**config.mk**
```make
export PLATFORM = sky130hd
export DESIGN_NAME = rhs_headstage_emulator_array_flat
export DESIGN_NICKNAME = d
export VERILOG_FILES = /design/src/rtl/rhs_headstage_emulator_array_if.sv /design/src/rtl/rhs_headstage_emulator_array.sv /design/src/flat_wrapper.sv
export SDC_FILE = /design/constraint.sdc
export NUM_CORES = 2
export LEC_CHECK = 0
export CAP_MARGIN = 20
export CORE_MARGIN = 2
export CORE_UTILIZATION = 60
export CTS_BUF_LIST = sky130_fd_sc_hd__clkbuf_8
export CTS_CLUSTER_DIAMETER = 80
export DETAILED_ROUTE_END_ITERATION = 8
export PLACE_DENSITY = 0.76
export SKIP_CTS_REPAIR_TIMING = 1
export SYNTH_ARGS = -nofsm -noshare
export SYNTH_HDL_FRONTEND = slang
export SYNTH_SLANG_ARGS = --single-unit
```
**constraint.sdc**
```tcl
create_clock -name clk -period 10 [get_ports clk]
set_input_delay 2 -clock clk [delete_from_list [all_inputs] [get_ports clk]]
set_output_delay 2 -clock clk [all_outputs]
set_load 0.02 [all_outputs]
```
**src/rtl/rhs_headstage_emulator_array_if.sv**
```systemverilog
// Shared SPI bus between the controller's master and the emulated headstages.
// MOSI/CS/SCLK are common to all chips; every chip has its own MISO line.
interface rhs_headstage_emulator_array_if #(
    parameter int NUM_PORTS = 16
);
    logic                 MOSI;
    logic                 CS;
    logic                 SCLK;
    logic [NUM_PORTS-1:0] MISO;

    modport master (output MOSI, output CS, output SCLK, input MISO);
    modport slave  (input MOSI, input CS, input SCLK, output MISO);
endinterface

```
**src/rtl/rhs_headstage_emulator_array.sv**
```systemverilog
// Emulates NUM_PORTS Intan RHS2116 SPI slaves sharing one command stream.
// Each chip answers command N during frame N+2.
module rhs_headstage_emulator_array #(
    parameter int          NUM_PORTS    = 16,
    parameter int          NUM_CHANNELS = 16,
    parameter logic [15:0] SEED_BASE    = 16'd2048,
    parameter logic [15:0] SEED_STRIDE  = 16'd16,
    parameter int          REG_DEPTH    = 32,
    parameter logic [15:0] CHIP_ID      = 16'h0020
) (
    input  logic                                 clk,
    input  logic                                 reset,
    rhs_headstage_emulator_array_if.slave        spi,
    input  logic                                 test_mode,
    output logic [15:0]                          frame_count,
    output logic                                 frame_error
);
    localparam int AW = (REG_DEPTH > 1) ? $clog2(REG_DEPTH) : 1;

    typedef enum logic [1:0] {IDLE, FRAME, DONE} state_t;

    state_t                         state;
    logic [2:0]                     cs_s, sclk_s;
    logic [1:0]                     mosi_s;
    logic                           cs_fall, cs_rise, sclk_rise, sclk_fall;
    logic [5:0]                     bit_cnt;
    logic [31:0]                    rx_sr;
    logic [NUM_PORTS-1:0][31:0]     tx_sr, res_q1, res_q2, result;
    logic [NUM_PORTS-1:0][15:0]     sample;
    logic [NUM_PORTS-1:0]           miso;
    logic [REG_DEPTH-1:0][15:0]     regs;
    logic [15:0]                    conv_count, rd_val;
    logic [1:0]                     op;
    logic [5:0]                     ch;
    logic [7:0]                     addr;
    logic [15:0]                    wdata;
    logic                           unused_bits;

    assign op          = rx_sr[31:30];
    assign ch          = rx_sr[21:16];
    assign addr        = rx_sr[23:16];
    assign wdata       = rx_sr[15:0];
    assign unused_bits = ^rx_sr[29:24];
    assign spi.MISO    = miso;

    // Sync stages reset low so a CS already low at reset release never looks like a fall.
    always_ff @(posedge clk) begin
        if (reset) begin
            cs_s   <= '0;
            sclk_s <= '0;
            mosi_s <= '0;
        end else begin
            cs_s   <= {cs_s[1:0], spi.CS};
            sclk_s <= {sclk_s[1:0], spi.SCLK};
            mosi_s <= {mosi_s[0], spi.MOSI};
        end
    end

    assign cs_fall   =  cs_s[2]   & ~cs_s[1];
    assign cs_rise   = ~cs_s[2]   &  cs_s[1];
    assign sclk_rise = ~sclk_s[2] &  sclk_s[1];
    assign sclk_fall =  sclk_s[2] & ~sclk_s[1];

    always_comb begin
        sample = '0;
        for (int p = 0; p < NUM_PORTS; p++)
            sample[p] = test_mode ? (16'h5555 ^ 16'(p))
                                  : SEED_BASE + 16'(p) * SEED_STRIDE + {10'b0, ch} + conv_count;
    end

    always_comb begin
        rd_val = '0;
        if (32'(addr) < REG_DEPTH) rd_val = regs[addr[AW-1:0]];
        else if (addr == 8'd255)   rd_val = CHIP_ID;
    end

    always_comb begin
        result = '0;
        for (int p = 0; p < NUM_PORTS; p++) begin
            case (op)
                2'b00:   if (32'(ch) < NUM_CHANNELS) result[p] = {10'b0, ch, sample[p]};
                2'b10:   result[p] = {16'hFFFF, wdata};
                2'b11:   result[p] = {16'h0000, rd_val};
                default: result[p] = '0;
            endcase
        end
    end

    always_ff @(posedge clk) begin
        if (reset) begin
            state       <= IDLE;
            miso        <= '0;
            tx_sr       <= '0;
            rx_sr       <= '0;
            bit_cnt     <= '0;
            res_q1      <= '0;
            res_q2      <= '0;
            regs        <= '0;
            conv_count  <= '0;
            frame_count <= '0;
            frame_error <= 1'b0;
        end else begin
            frame_error <= 1'b0;
            case (state)
                IDLE: begin
                    miso <= '0;
                    if (cs_fall) begin
                        state   <= FRAME;
                        tx_sr   <= res_q2;
                        bit_cnt <= '0;
                        for (int p = 0; p < NUM_PORTS; p++) miso[p] <= res_q2[p][31];
                    end
                end
                FRAME: begin
                    // CS edge takes priority over any coincident SCLK edge.
                    if (cs_rise) begin
                        state <= DONE;
                    end else if (sclk_rise) begin
                        rx_sr <= {rx_sr[30:0], mosi_s[1]};
                        if (bit_cnt != 6'd33) bit_cnt <= bit_cnt + 6'd1;
                    end else if (sclk_fall) begin
                        for (int p = 0; p < NUM_PORTS; p++) begin
                            tx_sr[p] <= {tx_sr[p][30:0], 1'b0};
                            miso[p]  <= tx_sr[p][30];
                        end
                    end
                end
                DONE: begin
                    state <= IDLE;
                    miso  <= '0;
                    if (bit_cnt == 6'd32) begin
                        res_q1      <= result;
                        res_q2      <= res_q1;
                        frame_count <= frame_count + 16'd1;
                        if (op == 2'b01)
                            conv_count <= '0;
                        else if (op == 2'b00 && 32'(ch) == NUM_CHANNELS - 1)
                            conv_count <= conv_count + 16'd1;
                        if (op == 2'b10 && 32'(addr) < REG_DEPTH)
                            regs[addr[AW-1:0]] <= wdata;
                    end else begin
                        frame_error <= 1'b1;
                    end
                end
                default: state <= IDLE;
            endcase
        end
    end
endmodule

```
**src/flat_wrapper.sv**
```systemverilog
// flat-port wrapper written by rule: the top's interface ports become plain ports
module rhs_headstage_emulator_array_flat 
#(
    parameter int          NUM_PORTS    = 16,
    parameter int          NUM_CHANNELS = 16,
    parameter logic [15:0] SEED_BASE    = 16'd2048,
    parameter logic [15:0] SEED_STRIDE  = 16'd16,
    parameter int          REG_DEPTH    = 32,
    parameter logic [15:0] CHIP_ID      = 16'h0020
)
  (clk, reset, test_mode, frame_count, frame_error, spi_MOSI, spi_CS, spi_SCLK, spi_MISO);
  rhs_headstage_emulator_array_if #(.NUM_PORTS(NUM_PORTS)) spi_i ();
  input  logic clk;
  input  logic reset;
  input  logic test_mode;
  output logic [15:0] frame_count;
  output logic frame_error;
  input wire logic [$bits(spi_i.MOSI)-1:0] spi_MOSI;
  input wire logic [$bits(spi_i.CS)-1:0] spi_CS;
  input wire logic [$bits(spi_i.SCLK)-1:0] spi_SCLK;
  output wire logic [$bits(spi_i.MISO)-1:0] spi_MISO;
  assign spi_i.MOSI = spi_MOSI;
  assign spi_i.CS = spi_CS;
  assign spi_i.SCLK = spi_SCLK;
  assign spi_MISO = spi_i.MISO;
  rhs_headstage_emulator_array #(.NUM_PORTS(NUM_PORTS), .NUM_CHANNELS(NUM_CHANNELS), .SEED_BASE(SEED_BASE), .SEED_STRIDE(SEED_STRIDE), .REG_DEPTH(REG_DEPTH), .CHIP_ID(CHIP_ID)) u_core (.clk(clk), .reset(reset), .spi(spi_i), .test_mode(test_mode), .frame_count(frame_count), .frame_error(frame_error));
endmodule
```
### After elaboration in Yosys (flattened, before gate mapping)

Index checks and enable logic that the tools add are counted.

* bits in registers: 2129
* word-level logic and storage cells: 248
* output and inout bits: 33
* input bits: 6

* multiplexer cells: 76
* magnitude comparators: 4
* $add $sub $neg: 35
* reduce and logical (&&, ||, !) cells: 17
* bitwise operators: 10
* equal/unequal tests: 16

Operators with widths (number)
* 2-to-1 mux 511 bit: 4
* one-hot mux 32 bit (3 select lines): 16
* one-hot mux 511 bit (2 select lines): 1
* bitwise mux 512 bit: 1
* 2-to-1 mux 16 bit: 25
* 2-to-1 mux 22 bit: 16
* adder 16 bit: 16
* adder 12 x 6 -> 13 bit (first input constant): 16
* binary-select mux 16 bit (select 5 bit): 1
* demux 16 bit (select 5 bit): 1
* one-hot mux 16 bit (3 select lines): 1
* adder 16 x 1 -> 16 bit (second input constant): 2
* 2-to-1 mux 6 bit: 5
* one-hot mux 6 bit (2 select lines): 1
* != test 2 x 1 -> 1 bit (second input constant): 5
* AND reduction 5 bit: 2
* AND reduction 3 bit: 3
* equality test 8 bit (second input constant): 1
* < comparator 8 x 6 -> 1 bit (second input constant): 1
* adder 6 x 1 -> 6 bit (second input constant): 1
* equality test 2 bit (second input constant): 3
* equality test 6 x 4 -> 1 bit (second input constant): 1
* equality test 6 bit (second input constant): 1
* < comparator 5 x 6 -> 1 bit (second input constant): 1
* other kinds (17): 33

### Longest topological paths before layout

* word-level depth: 6
* gate-level depth with buffers: 13
* mapped depth without buffers: 11

### Worst setup path after synthesis

Ideal clock, no wire load.

* kind: input port to flip-flop
* from: input port reset
* to: register u_core.res_q1[494] in the netlist's numbering
* slack: 6.727 ns
* stages: 6
* path buffers: 2
* library setup time: 0.122 ns
* data arrival time: 3.151 ns
* data required time: 9.878 ns
* cells stage by stage: clkbuf_1 -> inv_1 -> nand2_2 -> clkbuf_1 -> nor2_1 -> a221o_1

RTL lines
* start: declaration: line flat_wrapper.sv:14 `input logic reset;`
* end signal: assignment: line rhs_headstage_emulator_array.sv:132 `res_q1 <= result;`
* end: declaration: line rhs_headstage_emulator_array.sv:28 `logic [NUM_PORTS-1:0][31:0] tx_sr, res_q1, res_q2, result;`

### Worst setup path in the final report

* from: register u_core.rx_sr[17]
* to: register u_core.res_q1[138] in the netlist's numbering

* cells in the longest elaborated chain, start to end: 5
* elaborated cells between the ends (all ways): 10
* classes of those cells: 2 x add/sub; 2 x order compare; 6 x mux

Ends and longest elaborated chain
* start: declaration: line rhs_headstage_emulator_array.sv:27 `logic [31:0] rx_sr;`
* start signal: assignment: line rhs_headstage_emulator_array.sv:119 `rx_sr <= {rx_sr[30:0], mosi_s[1]};`
* adder 12 x 6 -> 13 bit: line rhs_headstage_emulator_array.sv:68 `: SEED_BASE + 16'(p) * SEED_STRIDE + {10'b0, ch} + conv_count;`
* adder 16 bit: line rhs_headstage_emulator_array.sv:68
* 2-to-1 mux 16 bit: line rhs_headstage_emulator_array.sv:67 `sample[p] = test_mode ? (16'h5555 ^ 16'(p))`
* 2-to-1 mux 22 bit: line rhs_headstage_emulator_array.sv:81 `2'b00: if (32'(ch) < NUM_CHANNELS) result[p] = {10'b0, ch, sample[p]};`
* one-hot mux 32 bit (3 select lines) *: line rhs_headstage_emulator_array.sv:80 `case (op)`

Mark *: on every way between the ends. The rest lies on a longest branch, timed or not. The select of a mux whose other input is x is not followed.
A chain may end at the register's enable or synchronous reset.

==> metrics.txt <==
result of the run=finished clean; r2r endpoint=u_core.res_q1[138]; clock sink count=1413; Setup TNS Final=0 ns; length of the first detailed-routing pass in iterations=6; Post-route DRC=0; antenna violations before repair=4; latest clock arrival within the worst-skew pair=0.94 ns; final cycle utilization of the critical path=0.5316; unrepaired setup endpoints after global routing=no; initial cell density of the core=0.6027; fraction of layout cells with a size suffix above 1=0.07693; CTS tree=yes; share of flip-flops with an asynchronous set or reset=0; Detail Placement HPWL=105000 um; number of I/O pins=39; DP Area=60030 um2; Slowest Stage Delay on Critical Path=0.79 ns; CP required=10.74 ns; maximum level of the CTS H-tree=4; clock-pin slew on the worst setup and hold paths=0.06 ns; worst path bufs/invs=2; utilization after layout=0.6479; first-pass GRT wire length=272900 um; commonest cells after routing, fill and taps aside=sky130_fd_sc_hd__nand2_1 (1634), sky130_fd_sc_hd__dfxtp_1 (1410), sky130_fd_sc_hd__a21oi_1 (825); final count of hold timing violations=0; total routed wirelength=176100 um; flop2flop setup slack=4.68 ns; cells on worst reg2reg path=9; number of nets in the layout=6924; sequential share of the synthesized area=0.4707; total via count after detailed routing=51967; iteration-0 DRC count of the detailed router=5640; final setup skew=0.04792 ns; startpoint of the worst setup timing path=u_core.rx_sr[17]; total global-route track usage=0.3329; GPL Wtd Cong=1.003; Ys Warns=0; start point of the worst min-delay path=u_core.res_q1[233]; Top FF cell, synth=sky130_fd_sc_hd__dfxtp_1; number of synthesized register bits=1413; IR Drop Worst-Case VDD=0.1425 mV; hold endpoint=u_core.res_q2[233]; number of cells produced by synthesis=7206; kind of path behind the tightest hold check=flip-flop to flip-flop; Worst setup EP type=flip-flop; Final Setup Violations=0; Final Slew Violations=0; library cell appearing most often on the critical path=sky130_fd_sc_hd__buf_4; post-synthesis average cell area=8.340 um2; post-synth cell types=82; CP top delay family=simple AND/OR/NAND/NOR gates; Critical Path Fanout Max=42; DIE HEIGHT=320.5 um; Area Growth Syn to Fin=7.499%; critical path class=flip-flop to flip-flop; number of global-route vias before repair=47950; horizontal die dimension=320.5 um; worst slew pin tran=1.285 ns; maximum number of pins on one net before global-route repair=241; number of synthesized flops with an enable pin=0; Avg WL per Cell=21.07 um; Rel. slew slack=0.1378; number of standard-cell rows in the floorplan=116; root buf cell=sky130_fd_sc_hd__clkbuf_8; cells along the critical path=buf_4 > buf_4 > mux2i_1 > o22ai_1 > nor4_1 > nand2_1 > a22oi_1 > nand2b_1 > nand3_1; die footprint=102700 um2; Highest Clock Rate=0.1881 GHz; post-route cell area=64610 um2; origin of the critical flop-to-flop path=u_core.rx_sr[17]; total power density per cell area=169.1 nW/um2; TritonCTS Buffers=218; Worst Setup Start Kind=flip-flop; number of cells traversed by the worst hold path=2; antenna-violating nets left=0; most common cell after layout, fill and taps aside=sky130_fd_sc_hd__nand2_1; Buffers on Ports=38; Remaining Overflow, GRT=0; via-per-instance ratio=6.216; Syn Std Cell Area=60100 um2; minimum clock period after layout=5.316 ns; data arrival time of the critical path=6.05 ns; Leak=20.47 nW; net count after synthesis=7247; standard cell with the maximum stage delay on the critical path=sky130_fd_sc_hd__dfxtp_4; number of maximum-capacitance constraint violations=0; area of the core region=99710 um2; number of buffers on the longest clock path=3
registers in the layout, summed over array words and instances (netlist names):
name / flops
u_core.regs: 512
u_core.bit_cnt: 6
u_core.cs_s: 3
u_core.mosi_s: 2
u_core.sclk_s: 3
u_core.frame_count: 16
u_core.state: 2
u_core.conv_count: 16
u_core.res_q1: 171
u_core.res_q2: 171
u_core.spi.MISO: 16
u_core.rx_sr: 32
u_core.frame_error: 1
u_core.tx_sr: 462
stage by stage:
| step | cells | total power [mW] | hold slack [ns] | worst slack [ns] |
|---|---|---|---|---|
| 5_1_grt | 8360 | 11.26 | 0.4396 | 4.608 |
| 3_5_place_dp | 7953 | 6.164 | 0.4283 | 4.460 |
| 3_3_place_gp | 7952 | 6.158 | 0.4186 | 4.477 |
| 4_1_cts | 8348 | 10.96 | 0.4307 | 4.918 |
| 6_report | 8360 | 10.92 | 0.4313 | 4.684 |
| 2_1_floorplan | 7206 | 6.090 | 0.4138 | 6.727 |
cells in the mapped netlist (9+ instances only):
cell                       count  area [um2]
sky130_fd_sc_hd__nand3b_1     11       82.58
sky130_fd_sc_hd__or3_1        11       68.82
sky130_fd_sc_hd__clkbuf_1    522        1959
sky130_fd_sc_hd__xor2_1       57       499.2
sky130_fd_sc_hd__and2_1        9       56.30
sky130_fd_sc_hd__mux4_2       64        1441
sky130_fd_sc_hd__nand4_1      18       112.6
sky130_fd_sc_hd__nor2_1      592        2222
sky130_fd_sc_hd__nor3_1      316        1582
sky130_fd_sc_hd__buf_4        24       180.2
sky130_fd_sc_hd__nor4_1       15       93.84
sky130_fd_sc_hd__nor2_4       34       382.9
sky130_fd_sc_hd__buf_2        73       365.4
sky130_fd_sc_hd__a21oi_1     826        4134
sky130_fd_sc_hd__a21o_1       13       97.59
sky130_fd_sc_hd__o22ai_1      65       406.6
sky130_fd_sc_hd__nand2b_1     17       106.4
sky130_fd_sc_hd__buf_1        29       108.9
sky130_fd_sc_hd__and3_1       15       93.84
sky130_fd_sc_hd__nand2_1    1635        6137
sky130_fd_sc_hd__xnor2_1      81       709.4
sky130_fd_sc_hd__buf_6        18       202.7
sky130_fd_sc_hd__nor2b_1      43       269.0
sky130_fd_sc_hd__mux2i_1     298        2983
sky130_fd_sc_hd__o21ai_0     135       675.7
sky130_fd_sc_hd__inv_1        25       93.84
sky130_fd_sc_hd__a221o_1      63       630.6
sky130_fd_sc_hd__a211oi_1    442        3318
sky130_fd_sc_hd__a31oi_1      10       62.56
sky130_fd_sc_hd__a311oi_1     24       210.2
sky130_fd_sc_hd__dfxtp_1    1413       28290
sky130_fd_sc_hd__a22oi_1      44       330.3
sky130_fd_sc_hd__a22o_1       28       245.2
sky130_fd_sc_hd__nand3_1      65       325.3
sky130_fd_sc_hd__ha_1         34       425.4
sky130_fd_sc_hd__a221oi_1     10       87.58
where the power goes:
| part | internal, mW | switching [mW] |
|---|---|---|
| Clock | 2.59 | 2.29 |
| Sequential | 5.70 | 0.0393 |
| Combinational | 0.0905 | 0.221 |
kinds of logic after synthesis:
logic type	count (synthesis)	synth area share
compound gates	1728	0.1791
xor+xnor	138	0.02011
fa+ha+maj	35	0.007411
buf+inv	693	0.04855
flops	1413	0.4707
mux	362	0.07361
simple gates	2837	0.2005
layer usage:
layer,up-vias,share of wire,global-route usage
li1,24364,-,-
met1,24629,0.40,0.4312
met2,2388,0.44,0.5011
met3,584,0.088,0.07142
met4,2,0.069,0.2213
met5,-,0.000051,0
tightest hold or removal path: stages (launching register included):
cell	delay, ns
sky130_fd_sc_hd__dfxtp_1	0.31
sky130_fd_sc_hd__nand2_1	0.05
sky130_fd_sc_hd__a21oi_1	0.05
final cells by class:
class	count	area [um2]
antenna	4	10.01
clock buffer	281	3867
clock inverter	114	609.3
fill	8433	35100
inverter	27	101.3
multi-input combinational	5100	28970
sequential	1413	28300
tap	1298	1624
timing repair buffer	123	1132
how the worst max path moves through the flow:
stage,depth (start not counted),slack (ns),end
floorplan,6,6.73,u_core.res_q1[494]
global placement,5,4.48,u_core.regs[260]
detailed placement,5,4.46,u_core.regs[302]
CTS,9,4.92,u_core.res_q1[138]
global route,9,4.61,u_core.res_q1[330]
finish,9,4.68,u_core.res_q1[138]
Note: power is estimated with default switching activity, not from simulation.
